===== src/rtl/uart_transmitter_if.sv =====
`default_nettype none
// =====================================================================
// Module   : uart_transmitter_if
// Purpose  : Byte handshake between a parallel source and uart_transmitter.
// Revision : 1.0
// =====================================================================
interface uart_transmitter_if;
    logic [7:0] tx_data;
    logic       tx_valid;
    logic       tx_ready;

    modport master (output tx_data, output tx_valid, input tx_ready);
    modport slave  (input tx_data, input tx_valid, output tx_ready);
endinterface
`default_nettype wire


===== src/rtl/uart_transmitter.sv =====
`default_nettype none
// =====================================================================
// Module   : uart_transmitter
// Purpose  : FIFO-buffered UART transmitter, 8N1, MSB first.
//            Optional even parity bit enabled by macro UART_TX_PARITY_EN.
// Revision : 1.0
// =====================================================================
module uart_transmitter #(
    parameter int BAUD_DIV = 20,
    parameter int DEPTH    = 4,
    parameter int CNT_W    = 3
) (
    input  wire logic             clk,
    input  wire logic             rst,
    uart_transmitter_if.slave     tx_if,
    output logic                  uart_tx,
    output logic                  tx_busy,
    output logic [CNT_W-1:0]      fifo_count
);

    localparam int c_PTR_W  = $clog2(DEPTH);
    localparam int c_BAUD_W = (BAUD_DIV > 1) ? $clog2(BAUD_DIV) : 1;

    localparam logic [c_BAUD_W-1:0] c_BAUD_LAST = c_BAUD_W'(BAUD_DIV - 1);
    localparam logic [CNT_W-1:0]    c_DEPTH     = CNT_W'(DEPTH);

    localparam logic [2:0] c_IDLE   = 3'd0;
    localparam logic [2:0] c_START  = 3'd1;
    localparam logic [2:0] c_DATA   = 3'd2;
    localparam logic [2:0] c_STOP   = 3'd3;
`ifdef UART_TX_PARITY_EN
    localparam logic [2:0] c_PARITY = 3'd4;
`endif

    logic [7:0]          r_mem [DEPTH];
    logic [c_PTR_W-1:0]  r_wr_ptr;
    logic [c_PTR_W-1:0]  r_rd_ptr;
    logic [CNT_W-1:0]    r_count;
    logic [2:0]          r_state;
    logic [c_BAUD_W-1:0] r_baud_cnt;
    logic [2:0]          r_bit_idx;
    logic [7:0]          r_shift;
    logic                r_tx;

    logic w_push;
    logic w_pop;
    logic w_baud_wrap;
    logic w_fifo_empty;
    logic w_line;

    assign tx_if.tx_ready = (r_count < c_DEPTH);
    assign w_push         = tx_if.tx_valid && tx_if.tx_ready;
    assign w_fifo_empty   = (r_count == '0);
    assign w_baud_wrap    = (r_baud_cnt == c_BAUD_LAST);
    // A byte leaves the FIFO when the shifter is (re)loaded: from IDLE, or
    // at the end of a stop bit so consecutive frames have no idle gap.
    assign w_pop          = !w_fifo_empty &&
                            ((r_state == c_IDLE) || ((r_state == c_STOP) && w_baud_wrap));

    always_ff @(posedge clk) begin
        if (w_push) begin
            r_mem[r_wr_ptr] <= tx_if.tx_data;
        end
    end

    always_ff @(posedge clk) begin
        if (rst) begin
            r_wr_ptr <= '0;
            r_rd_ptr <= '0;
            r_count  <= '0;
        end else begin
            if (w_push) begin
                r_wr_ptr <= r_wr_ptr + c_PTR_W'(1);
            end
            if (w_pop) begin
                r_rd_ptr <= r_rd_ptr + c_PTR_W'(1);
            end
            case ({w_push, w_pop})
                2'b10:   r_count <= r_count + CNT_W'(1);
                2'b01:   r_count <= r_count - CNT_W'(1);
                default: r_count <= r_count;
            endcase
        end
    end

    always_comb begin
        w_line = 1'b1;
        case (r_state)
            c_START:  w_line = 1'b0;
            c_DATA:   w_line = r_shift[r_bit_idx];
`ifdef UART_TX_PARITY_EN
            c_PARITY: w_line = ^r_shift;
`endif
            default:  w_line = 1'b1;
        endcase
    end

    // Line output is registered from the current state, so every bit appears
    // one cycle after its state is entered and still lasts BAUD_DIV cycles.
    always_ff @(posedge clk) begin
        if (rst) begin
            r_state    <= c_IDLE;
            r_baud_cnt <= '0;
            r_bit_idx  <= '0;
            r_shift    <= '0;
            r_tx       <= 1'b1;
        end else begin
            r_tx <= w_line;
            if ((r_state == c_IDLE) || w_baud_wrap) begin
                r_baud_cnt <= '0;
            end else begin
                r_baud_cnt <= r_baud_cnt + c_BAUD_W'(1);
            end
            case (r_state)
                c_IDLE: begin
                    if (w_pop) begin
                        r_shift <= r_mem[r_rd_ptr];
                        r_state <= c_START;
                    end
                end
                c_START: begin
                    if (w_baud_wrap) begin
                        r_bit_idx <= 3'd7;
                        r_state   <= c_DATA;
                    end
                end
                c_DATA: begin
                    if (w_baud_wrap) begin
                        if (r_bit_idx == 3'd0) begin
`ifdef UART_TX_PARITY_EN
                            r_state <= c_PARITY;
`else
                            r_state <= c_STOP;
`endif
                        end else begin
                            r_bit_idx <= r_bit_idx - 3'd1;
                        end
                    end
                end
`ifdef UART_TX_PARITY_EN
                c_PARITY: begin
                    if (w_baud_wrap) begin
                        r_state <= c_STOP;
                    end
                end
`endif
                c_STOP: begin
                    if (w_baud_wrap) begin
                        if (w_pop) begin
                            r_shift <= r_mem[r_rd_ptr];
                            r_state <= c_START;
                        end else begin
                            r_state <= c_IDLE;
                        end
                    end
                end
                default: r_state <= c_IDLE;
            endcase
        end
    end

    assign uart_tx    = r_tx;
    assign fifo_count = r_count;
    assign tx_busy    = (r_state != c_IDLE) || !w_fifo_empty;

endmodule
`default_nettype wire


===== src/flat_wrapper.sv =====
// flat-port wrapper written by rule: the top's interface ports become plain ports
module uart_transmitter_flat 
#(
    parameter int BAUD_DIV = 20,
    parameter int DEPTH    = 4,
    parameter int CNT_W    = 3
)
  (clk, rst, uart_tx, tx_busy, fifo_count, tx_if_tx_data, tx_if_tx_valid, tx_if_tx_ready);
  uart_transmitter_if tx_if_i ();
  input  wire logic clk;
  input  wire logic rst;
  output logic uart_tx;
  output logic tx_busy;
  output logic [CNT_W-1:0] fifo_count;
  input wire logic [$bits(tx_if_i.tx_data)-1:0] tx_if_tx_data;
  input wire logic [$bits(tx_if_i.tx_valid)-1:0] tx_if_tx_valid;
  output wire logic [$bits(tx_if_i.tx_ready)-1:0] tx_if_tx_ready;
  assign tx_if_i.tx_data = tx_if_tx_data;
  assign tx_if_i.tx_valid = tx_if_tx_valid;
  assign tx_if_tx_ready = tx_if_i.tx_ready;
  uart_transmitter #(.BAUD_DIV(BAUD_DIV), .DEPTH(DEPTH), .CNT_W(CNT_W)) u_core (.clk(clk), .rst(rst), .tx_if(tx_if_i), .uart_tx(uart_tx), .tx_busy(tx_busy), .fifo_count(fifo_count));
endmodule

===== config.mk =====
export PLATFORM = sky130hd
export DESIGN_NAME = uart_transmitter_flat
export DESIGN_NICKNAME = d
export VERILOG_FILES = /design/src/rtl/uart_transmitter_if.sv /design/src/rtl/uart_transmitter.sv /design/src/flat_wrapper.sv
export SDC_FILE = /design/constraint.sdc
export NUM_CORES = 1
export LEC_CHECK = 0
export ABC_AREA = 1
export CAP_MARGIN = 20
export CORE_ASPECT_RATIO = 1.75
export CORE_MARGIN = 4
export CORE_UTILIZATION = 50
export CTS_BUF_LIST = sky130_fd_sc_hd__clkbuf_4 sky130_fd_sc_hd__clkbuf_8
export DETAILED_ROUTE_END_ITERATION = 6
export PLACE_DENSITY = 0.72
export SYNTH_ARGS = -nofsm -noshare
export SYNTH_HDL_FRONTEND = slang
export SYNTH_SLANG_ARGS = --single-unit

===== constraint.sdc =====
create_clock -name clk -period 2.33 [get_ports clk]
set_clock_uncertainty 0.15 [all_clocks]
set_input_delay 0.466 -clock clk [delete_from_list [all_inputs] [get_ports clk]]
set_output_delay 0.466 -clock clk [all_outputs]
set_load 0.1 [all_outputs]

==> results.yml <==
yosys:
  synth_area_leaders: "edfxtp_1 (37%), dfxtp_1 (22%), o21ai_0 (6.0%)"
  synth_nets: 288
  synth_seq_cells: 60
  synth_seq_area_share: 0.584
  synth.distinct_cells: 26
  post-synth-top-area-cell: "edfxtp_1"
  synth_cells: 264
  synth_top_area_frac: 0.369
  avgSynthCellArea_um2: 9.87
  yosysWarningCount: 0
  synth.cell_area_um2: 2600
global_route:
  grt_pass1_wl_um: 7500
  grt_max_degree: 17
  overflow: 0
  grt_pass1_vias: 1720
  track_usage: 0.153
  antenna_found_initial: 0
floorplan:
  io_pins: 17
  die_height_um: 103
  rows: 34
  core_area_um2: 5020
  die-area_um2: 6470
  die_w_um: 62.6
  start_util: 0.519
clock_tree:
  cts_sinks: 60
  clockBufferDepth: 2
  cts_buffers: 9
  postCtsHoldBufs: 0
  htreeDepth: 3
  cts_tree: "yes"
  clkTransAtPathRegs_ns: 0.07
  cts_root_buf: "clkbuf_8"
  clk_latency_ns: 0.33
hold_path:
  min_path_type: "reg -> reg"
  min_from: "u_core.r_baud_cnt[0]$_SDFF_PP0_"
power_and_ir_drop:
  power_mw: 4.25
  cellPowerDensity_nw_per_um2: 1330
  p_leak_nw: 1.22
  vdd_drop_max_mv: 0.723
sta:
  worst_pin_slew_ns: 0.496
  maxSlewHeadroom: 0.669
  clock.fmax_mhz: 459
  slew_viol_final: 0
  period_needed_ns: 2.18
  hold_viol_final: 0
  setup_violations: 0
  timing.final.crit_share: 0.935
  hold_ws_ns: 0.263
setup_path:
  crit_chain: "ha_1, inv_1, nor2_4, nand2_4, nand2_2, nand2_2, inv_4, ha_4, inv_2, fa_2, a21oi_2, o21ai_2, o21ai_1, a21oi_1"
  crit_end: "u_core.fifo_count[2]$_SDFFE_PP0P_"
  ff2ff_path_depth: 14
  worstSetupEndpointType: "flip-flop"
  startpoint: "u_core.r_baud_cnt[0]$_SDFF_PP0_"
  worst_ep_required_time_ns: 2.40
  critPathArrivalTime_ns: 2.25
  crit_fanout: 5
  critical_path_class: "reg -> reg"
  cpMaxStageDelayCell: "fa_2"
  reg2reg_from: "u_core.r_baud_cnt[0]$_SDFF_PP0_"
  rrSetupSlack_ns: 0.15
  r2r_end: "u_core.fifo_count[2]$_SDFFE_PP0P_"
  cp-start-kind: "flip-flop"
  cpPeakStageDelay_ns: 0.35
  cpMostUsedCell: "nand2_2"
drt:
  wl_um: 4410
  ant_nets: 0
  routedWlPerCell_um: 12.4
  drt_first_pass_iters: 4
  via_per_inst: 5.08
  drc: 0
  drt_iter0_markers: 34
  vias: 1799
cells_and_area:
  multi_input_area_um2: 987
  areaGrowthSynthToFinish_pct: 22.7
  n_antenna_cell: 0
  stdcell_count: 354
  layout.nets: 319
  fill_cells: 422
  layout_common_cells: "nor2_1 (40), edfxtp_1 (32), o21ai_0 (29)"
  mostFrequentLayoutCell: "nor2_1"
  drive_gt1_frac: 0.193
  regArea_um2: 1530
place:
  dp.cells: 334
  port_buffers: 16
  dp_hpwl_um: 3060
  routabilityCongestion: 0.747
run:
  maxCapViolations: 0
status:
  status: "finished, final reports clean"
[registers in the layout, indices dropped and copies added (netlist names), named ones only]
register           flops
u_core.r_mem          32
u_core.r_shift         8
u_core.r_baud_cnt      5
u_core.fifo_count      3
u_core.r_bit_idx       3
u_core.r_rd_ptr        2
u_core.r_state         2
u_core.r_wr_ptr        2
u_core.uart_tx         1
[layout make-up]
cell class,instances,area share
sequential,60,0.478
inverter,32,0.0395
tap,54,0.0211
timing repair buffer,27,0.0752
multi-input combinational,165,0.309
clock buffer,9,0.0388
clock inverter,7,0.0388
[through the flow]
step / area [µm²] / setup TNS (ns) / worst slack (ns) / util
3_5_place_dp: 2870 / 0 / 0.0652 / 0.572
2_1_floorplan: 2630 / -2.07 / -0.432 / -
4_1_cts: 3120 / 0 / 0.0544 / 0.621
5_1_grt: 3200 / -0.0261 / -0.0261 / 0.637
6_report: 3200 / 0 / 0.151 / 0.637
3_3_place_gp: 2870 / 0 / 0.130 / 0.572
[worst min path at each step]
stage               cells past startpoint                               to  slack, ns
detailed placement                      1  u_core.r_baud_cnt[0]$_SDFF_PP0_       0.29
global placement                        1  u_core.r_baud_cnt[0]$_SDFF_PP0_       0.28
floorplan                               1  u_core.r_baud_cnt[0]$_SDFF_PP0_       0.27
global route                            1  u_core.r_baud_cnt[0]$_SDFF_PP0_       0.28
finish                                  1  u_core.r_baud_cnt[0]$_SDFF_PP0_       0.26
CTS                                     1  u_core.r_baud_cnt[0]$_SDFF_PP0_       0.31
[where the power goes]
| part | internal [mW] | switching [mW] | total (mW) |
|---|---|---|---|
| logic | 0.583 | 1.08 | 1.66 |
| registers | 1.34 | 0.124 | 1.46 |
| clock network | 0.717 | 0.413 | 1.13 |
[cells by family after synthesis]
logic type	share of synthesized area
buf+inv	0.0610
flops	0.584
fa+ha+maj	0.0653
compound gates	0.149
simple gates	0.127
xor+xnor	0.0135
[Yosys cell counts]
cell and instances:
nand4_1 1, or2_1 1, nor2_1 40, fa_1 1, nand2_2 2, a21oi_2 2, nor2_2 3, o21ai_0 31
inv_1 30, a21oi_4 1, buf_6 1, o21ai_1 5, clkbuf_1 2, ha_1 12, inv_2 2, o21a_1 7
nand3_1 10, xnor2_1 1, edfxtp_1 32, xor2_1 3, dfxtp_1 28, nand2_4 1, buf_2 4, o211ai_1 1
a21oi_1 23, nand2_1 20
[critical path: cells and delay by family (launching register included)]
kind                       cells  cell delay [ns]
and+or+nand+nor                4             0.37
AOI/OAI and AO/OA              4             0.37
DFF                            1             0.34
buffers and inverters          3             0.20
adders and majority gates      3             0.63
[per-layer routing]
metal	GRT usage	vias to the layer above	share of wire
met3	0.0378	6	0.036
met4	0.0986	0	0.022
met1	0.150	819	0.40
met2	0.285	26	0.54
met5	0	-	0
li1	-	948	-
[timing repair]
action,CTS,global route
buffers inserted,0,4
gates resized for setup,0,13
setup endpoints to repair,0,2
(Power assumes the default switching activity.)
==> RTL change 1 (same settings) <==
Make the reset (`rst`) asynchronous in 2 clocked blocks.
--- a/src/rtl/uart_transmitter.sv
+++ b/src/rtl/uart_transmitter.sv
@@ -63,7 +63,7 @@
         end
     end
 
-    always_ff @(posedge clk) begin
+    always_ff @(posedge clk or posedge rst) begin
         if (rst) begin
             r_wr_ptr <= '0;
             r_rd_ptr <= '0;
@@ -97,7 +97,7 @@
 
     // Line output is registered from the current state, so every bit appears
     // one cycle after its state is entered and still lasts BAUD_DIV cycles.
-    always_ff @(posedge clk) begin
+    always_ff @(posedge clk or posedge rst) begin
         if (rst) begin
             r_state    <= c_IDLE;
             r_baud_cnt <= '0;
Formal check against the unedited RTL: differs if rst is asserted again (counterexample within 4 cycles, from zero or initial values and one cycle with rst high); with rst held inactive, the same outputs for 10 cycles.
==> RTL change 1 against the original RTL <==
Synthesized area up 2.9%; largest cell class unchanged; highest routed layer unchanged; worst setup slack better by 27 ps; wire length down 0.86%; cell area down 0.12%; count of clock-buffer cells in the layout up 1; core utilization down 2.9 points; hold slack better by 52 ps; sequential cell count down 2; via count down 2.8%.
Power is not compared: it rests on default switching activity, and its combinational part moved more than twofold at a synthesized area within 25%.
==> RTL change 1: results (changes against the original RTL) <==
The flow ran to the end, and the final reports show no timing, DRC or antenna violations. The transition time of the tightest slew-check pin works out to 579 ps (+82.7 ps). Global-route total usage across every layer: 15.4% (+0.10 points). Class of the tightest hold or removal check: reg2reg.

The number of warning messages in the yosys log is 0 (unchanged), and the total nets after synthesis is 288 (unchanged). The highest metal layer carrying signal wires in the routed design is met4. The mean number of vias per cell was 4.94 (-2.8%); the detailed-routed wire length on met3 was 102 microns (-35%). Overall power consumption after layout is estimated at 2.94 mW. The tools report the share of total power in sequential cells as 43.4%. The number of gates given a new drive strength after cts is 0 (unchanged), and the routed length per placed instance is 12.3 microns (-0.86%).

The logs give 60.1% (+1.7 points) for the sequential cell area fraction in the yosys report and 3.98% (+0.19 points) for the met3 usage in global routing. The largest registers in the layout are u_core.r_mem: 32 flops, u_core.r_shift: 8 flops, u_core.r_baud_cnt: 5 flops. The pin count of the biggest net entering global routing was 27 (+10); the clock network latency to the later pin of the worst-skew pair was 330 ps (about the same).

The net total in the final layout is 318 (-0.31%). The delay of the slowest cell on the worst path came out at 410 ps (+60 ps). The met2 track utilization from global routing was 27.4% (-1.2 points); the buffer count from post-CTS setup fixing was 0 (unchanged). Clock tree synthesis selected as its root buffer the cell clkbuf_8. The count of different cell masters after synthesis was 23 (-12%); the share of cells above drive strength 1 was 17.1% (-2.3 points). The fraction of power consumed by combinational cells came out at 23.1%. Number of antenna repair diodes: 0 (unchanged). Across the VDD grid, the largest voltage drop is 807 uV. The number of H-tree levels is 3 (unchanged).

The final weighted congestion of routability-driven global placement is 0.826 (+11%), and the maximum fanout encountered on the critical timing path is 4 (-1). The arrival time at the worst endpoint came out at 2220 ps (-30 ps). The number of enable flip-flop cells after synthesis was 32 (unchanged). Critical path's slowest cell: dfrtp_1. The tools report the total length of routed met2 wires as 2390 microns (+0.29%). In the synthesized netlist the dominant register cell turns out to be edfxtp_1. The met1 usage is 14.9% (-0.11 points), and the number of antenna violations at the first check in global routing is 0 (unchanged).

The tools report the via count of the first global-routing pass as 1,834 (+6.6%). The commonest cells after synthesis are nor2_1 (47), nand2_1 (44), edfxtp_1 (32). The proportion of synthesized flip-flops having asynchronous set or reset was 44.8% (+45 points); the static leakage power was 1.40 nW.

The cell class contributing the biggest share of worst-path delay is adder cells. The HPWL reported at the end of detailed placement was 3240 microns (+5.7%). The starting DRC count in detailed routing is 50 (+47%), and the routed metal-1 wire length is 1730 microns (-2.0%). In the post-synthesis netlist, the biggest area contributors are edfxtp_1 (36%), dfrtp_1 (23%), nor2_1 (6.6%). The clock tree buffer depth is 2 (unchanged), and the number of port buffers is 16 (unchanged).

Wire length of the first global-routing pass: 7710 microns (+2.8%).
-- RTL change 1: cell types whose count changed after synthesis, sizes merged, moves of 2 or more --
cell / unedited run / this run
dfxtp: 28 / 0
nor2: 43 / 50
nand3: 10 / 14
xor2: 3 / 5
clkbuf: 2 / 0
dfrtp: 0 / 25
a21oi: 26 / 4
o21ai: 36 / 25
nand2: 23 / 48
-- RTL change 1: cell type report --
cell class | count | area, sq um
Clock inverter | 6 | 81.3
Inverter | 31 | 120
Fill cell | 451 | 2060
Sequential cell | 58 | 1620
Clock buffer | 10 | 131
Multi-Input combinational cell | 170 | 943
Tap cell | 55 | 68.8
Timing Repair Buffer | 24 | 230
-- RTL change 1: logic make-up after synthesis --
kind of cell,after synthesis,share of synthesized area (%)
and+or+nand+nor,114,17.8
DFF,58,60.1
AOI/OAI and AO/OA,36,7.79
buffers and inverters,36,5.60
adders and majority gates,13,6.35
xor gates and xnor gates,7,2.29
-- RTL change 1: stage by stage --
step                      hold WS, ps  std cells  utilization, %  worst slack (ps)  area (sq um)
after floorplan                   283        264               -              -472          2710
after global placement            291        338            56.6               180          2980
after detailed placement          313        338            56.6               142          2980
after CTS                         322        354            60.7               136          3190
after global routing              344        354            60.7              4.86          3190
final                             315        354            60.7               178          3190
-- RTL change 1: path summary, 6_finish.rpt --
path | startpoint | to | slack [ps] | cells after the start
min | u_core.r_baud_cnt[0] | u_core.r_baud_cnt[0] | 310 | 1
max | u_core.r_state[0] | u_core.fifo_count[2] | 180 | 12
min reg2reg | u_core.r_baud_cnt[0] | u_core.r_baud_cnt[0] | 310 | 1
max in group asynchronous | rst | u_core.uart_tx | 1410 | 3
min in group asynchronous | rst | u_core.fifo_count[0] | 330 | 3
max reg2reg | u_core.r_state[0] | u_core.fifo_count[2] | 180 | 12
==> RTL change 2 (same flow settings) <==
Made on the original files. Build with the macro `UART_TX_PARITY_EN` defined.
--- a/src/rtl/uart_transmitter.sv
+++ b/src/rtl/uart_transmitter.sv
@@ -5,6 +5,8 @@
 //            Optional even parity bit enabled by macro UART_TX_PARITY_EN.
 // Revision : 1.0
 // =====================================================================
+`define UART_TX_PARITY_EN
+
 module uart_transmitter #(
     parameter int BAUD_DIV = 20,
     parameter int DEPTH    = 4,
Function: same outputs for any inputs over 10 cycles, from zero or initial values and one cycle with rst high; that may be too few to reach the edited logic, so the function may still have changed.
==> RTL change 2 against the original RTL <==
Cell area is 4.8% higher; first-iteration DRC count rose by 130%; wire length up 11%; worst setup slack better by 7.3 ps; maximum frequency rose by 0.34%; synthesized area grew 7.5%; sequential cell count up 1; core utilization down 0.97 points; critical path depth is 9 lower; total power is 11% higher; highest routed layer unchanged.
==> RTL change 2: results (changes against the original RTL) <==
The number of placed instances, taps included was 410 (+23%); the via count of the first global-routing pass was 1,954 (+14%). The run gives 55.0% (-3.4 points) as the sequential cell area fraction in the yosys report. The critical path's slowest cell was dfxtp_1. The pre-CTS worst setup slack was 164 ps (+98.6 ps); the static leakage power was 1.37 nW (+12%). Ranked by total cell area, the synthesized netlist is headed by edfxtp_1 (34%), dfxtp_1 (21%), nor2_1 (9.5%).

The total cell area at the placement stage is 3100 sq um (+8.1%), and the switching part of the total power is 41.4% (+3.4 points). The total number of vias came out at 2,057 (+14%). The run gives 340 (+18%) as the total nets after synthesis. The tools report the number of cells produced by synthesis as 320 (+21%). Combinational gate power: 1.96 mW (+18%). The path class of the tightest hold or removal check is reg2reg.

The maximum ir drop on the vdd rail is 841 uV (+16%), and the clock slew seen by the registers of the worst setup and hold paths is 70 ps (about the same). The run gives 1560 ps (-690 ps) as the arrival time at the worst endpoint. For the wire length of the first global-routing pass, the log shows 8240 microns (+9.8%). The cell class contributing the biggest share of worst-path delay is simple AND/OR/NAND/NOR gates. Tightest slew margin relative to the limit: 67.1% (+0.22 points). The total CTS buffers was 9 (unchanged).

The logs give 0 (unchanged) for the number of gates given a new drive strength after cts and 15.6% (+0.36 points) for the global-route total usage across every layer. The routed length per placed instance is 11.5 microns (-7.4%), and the HPWL reported at the end of detailed placement is 3510 microns (+15%). The final cell count without fillers came out at 426 (+20%). The root buffer cell chosen for the clock tree is clkbuf_8. The tools report the power dissipated by switching net loads as 1.95 mW (+21%). For the full die area, the log shows 6910 sq um (+6.8%). The flow ran to the end, and the final reports show no timing, DRC or antenna violations. STA classifies the critical path endpoint as an output pin. The sequential power is 1.60 mW (+9.6%). The tools report the starting DRC count in detailed routing as 77 (+130%). The pin count of the biggest net entering global routing was 18 (+1); the share of cells above drive strength 1 was 14.2% (-5.1 points).

In the synthesized netlist, the cells that appear most often are nor2_1 (71), nand2_1 (40), o21ai_0 (37). The number of enable flip-flop cells after synthesis is 32 (unchanged), and the final weighted congestion of routability-driven global placement is 0.886 (+19%). The run gives 367 (+15%) as the net total in the final layout. The count of different cell masters after synthesis came out at 26 (unchanged).
-- RTL change 2: cell type report --
type	instances	area, sq um
flip-flops and latches	61	1550
inverters	38	150
clock inverters	7	124
fillers	466	1990
clock buffers	9	124
multi-input cells	212	1090
repair buffers	25	225
well taps	74	92.6
-- RTL change 2: worst reg2reg max path, delay by kind of cell (launching register included) --
| kind | cells | cell delay (ps) |
|---|---|---|
| AO/OA/AOI/OAI | 4 | 380 |
| adder cells (fa/ha/maj) | 3 | 660 |
| AND/OR/NAND/NOR | 4 | 450 |
| flip-flops | 1 | 360 |
| buffers and inverters | 1 | 40 |
-- RTL change 2: cell families (layout without fill, tap and decap cells) --
group / Yosys count / count (layout) / synth area share (%)
buffers and inverters: 47 / 79 / 6.74
adders and majority gates: 9 / 9 / 4.29
and+or+nand+nor: 134 / 134 / 20.0
DFF: 61 / 61 / 55.0
xor gates and xnor gates: 11 / 11 / 3.44
AOI/OAI and AO/OA: 58 / 58 / 10.5
-- RTL change 2: routing by layer --
layer,track usage [%],wire (microns)
met1,15.6,2030
met2,28.1,2630
met3,3.98,127
met4,9.68,119
met5,0,0
-- RTL change 2: path summary, 6_finish.rpt --
| check | depth (start not counted) | endpoint | from | slack [ps] |
|---|---|---|---|---|
| worst min-delay path | 1 | u_core.r_baud_cnt[0] | u_core.r_baud_cnt[0] | 300 |
| worst max-delay path | 5 | tx_busy | u_core.r_state[0] | 160 |
| worst min register to register | 1 | u_core.r_baud_cnt[0] | u_core.r_baud_cnt[0] | 300 |
| worst max register to register | 12 | u_core.fifo_count[2] | u_core.r_baud_cnt[0] | 200 |
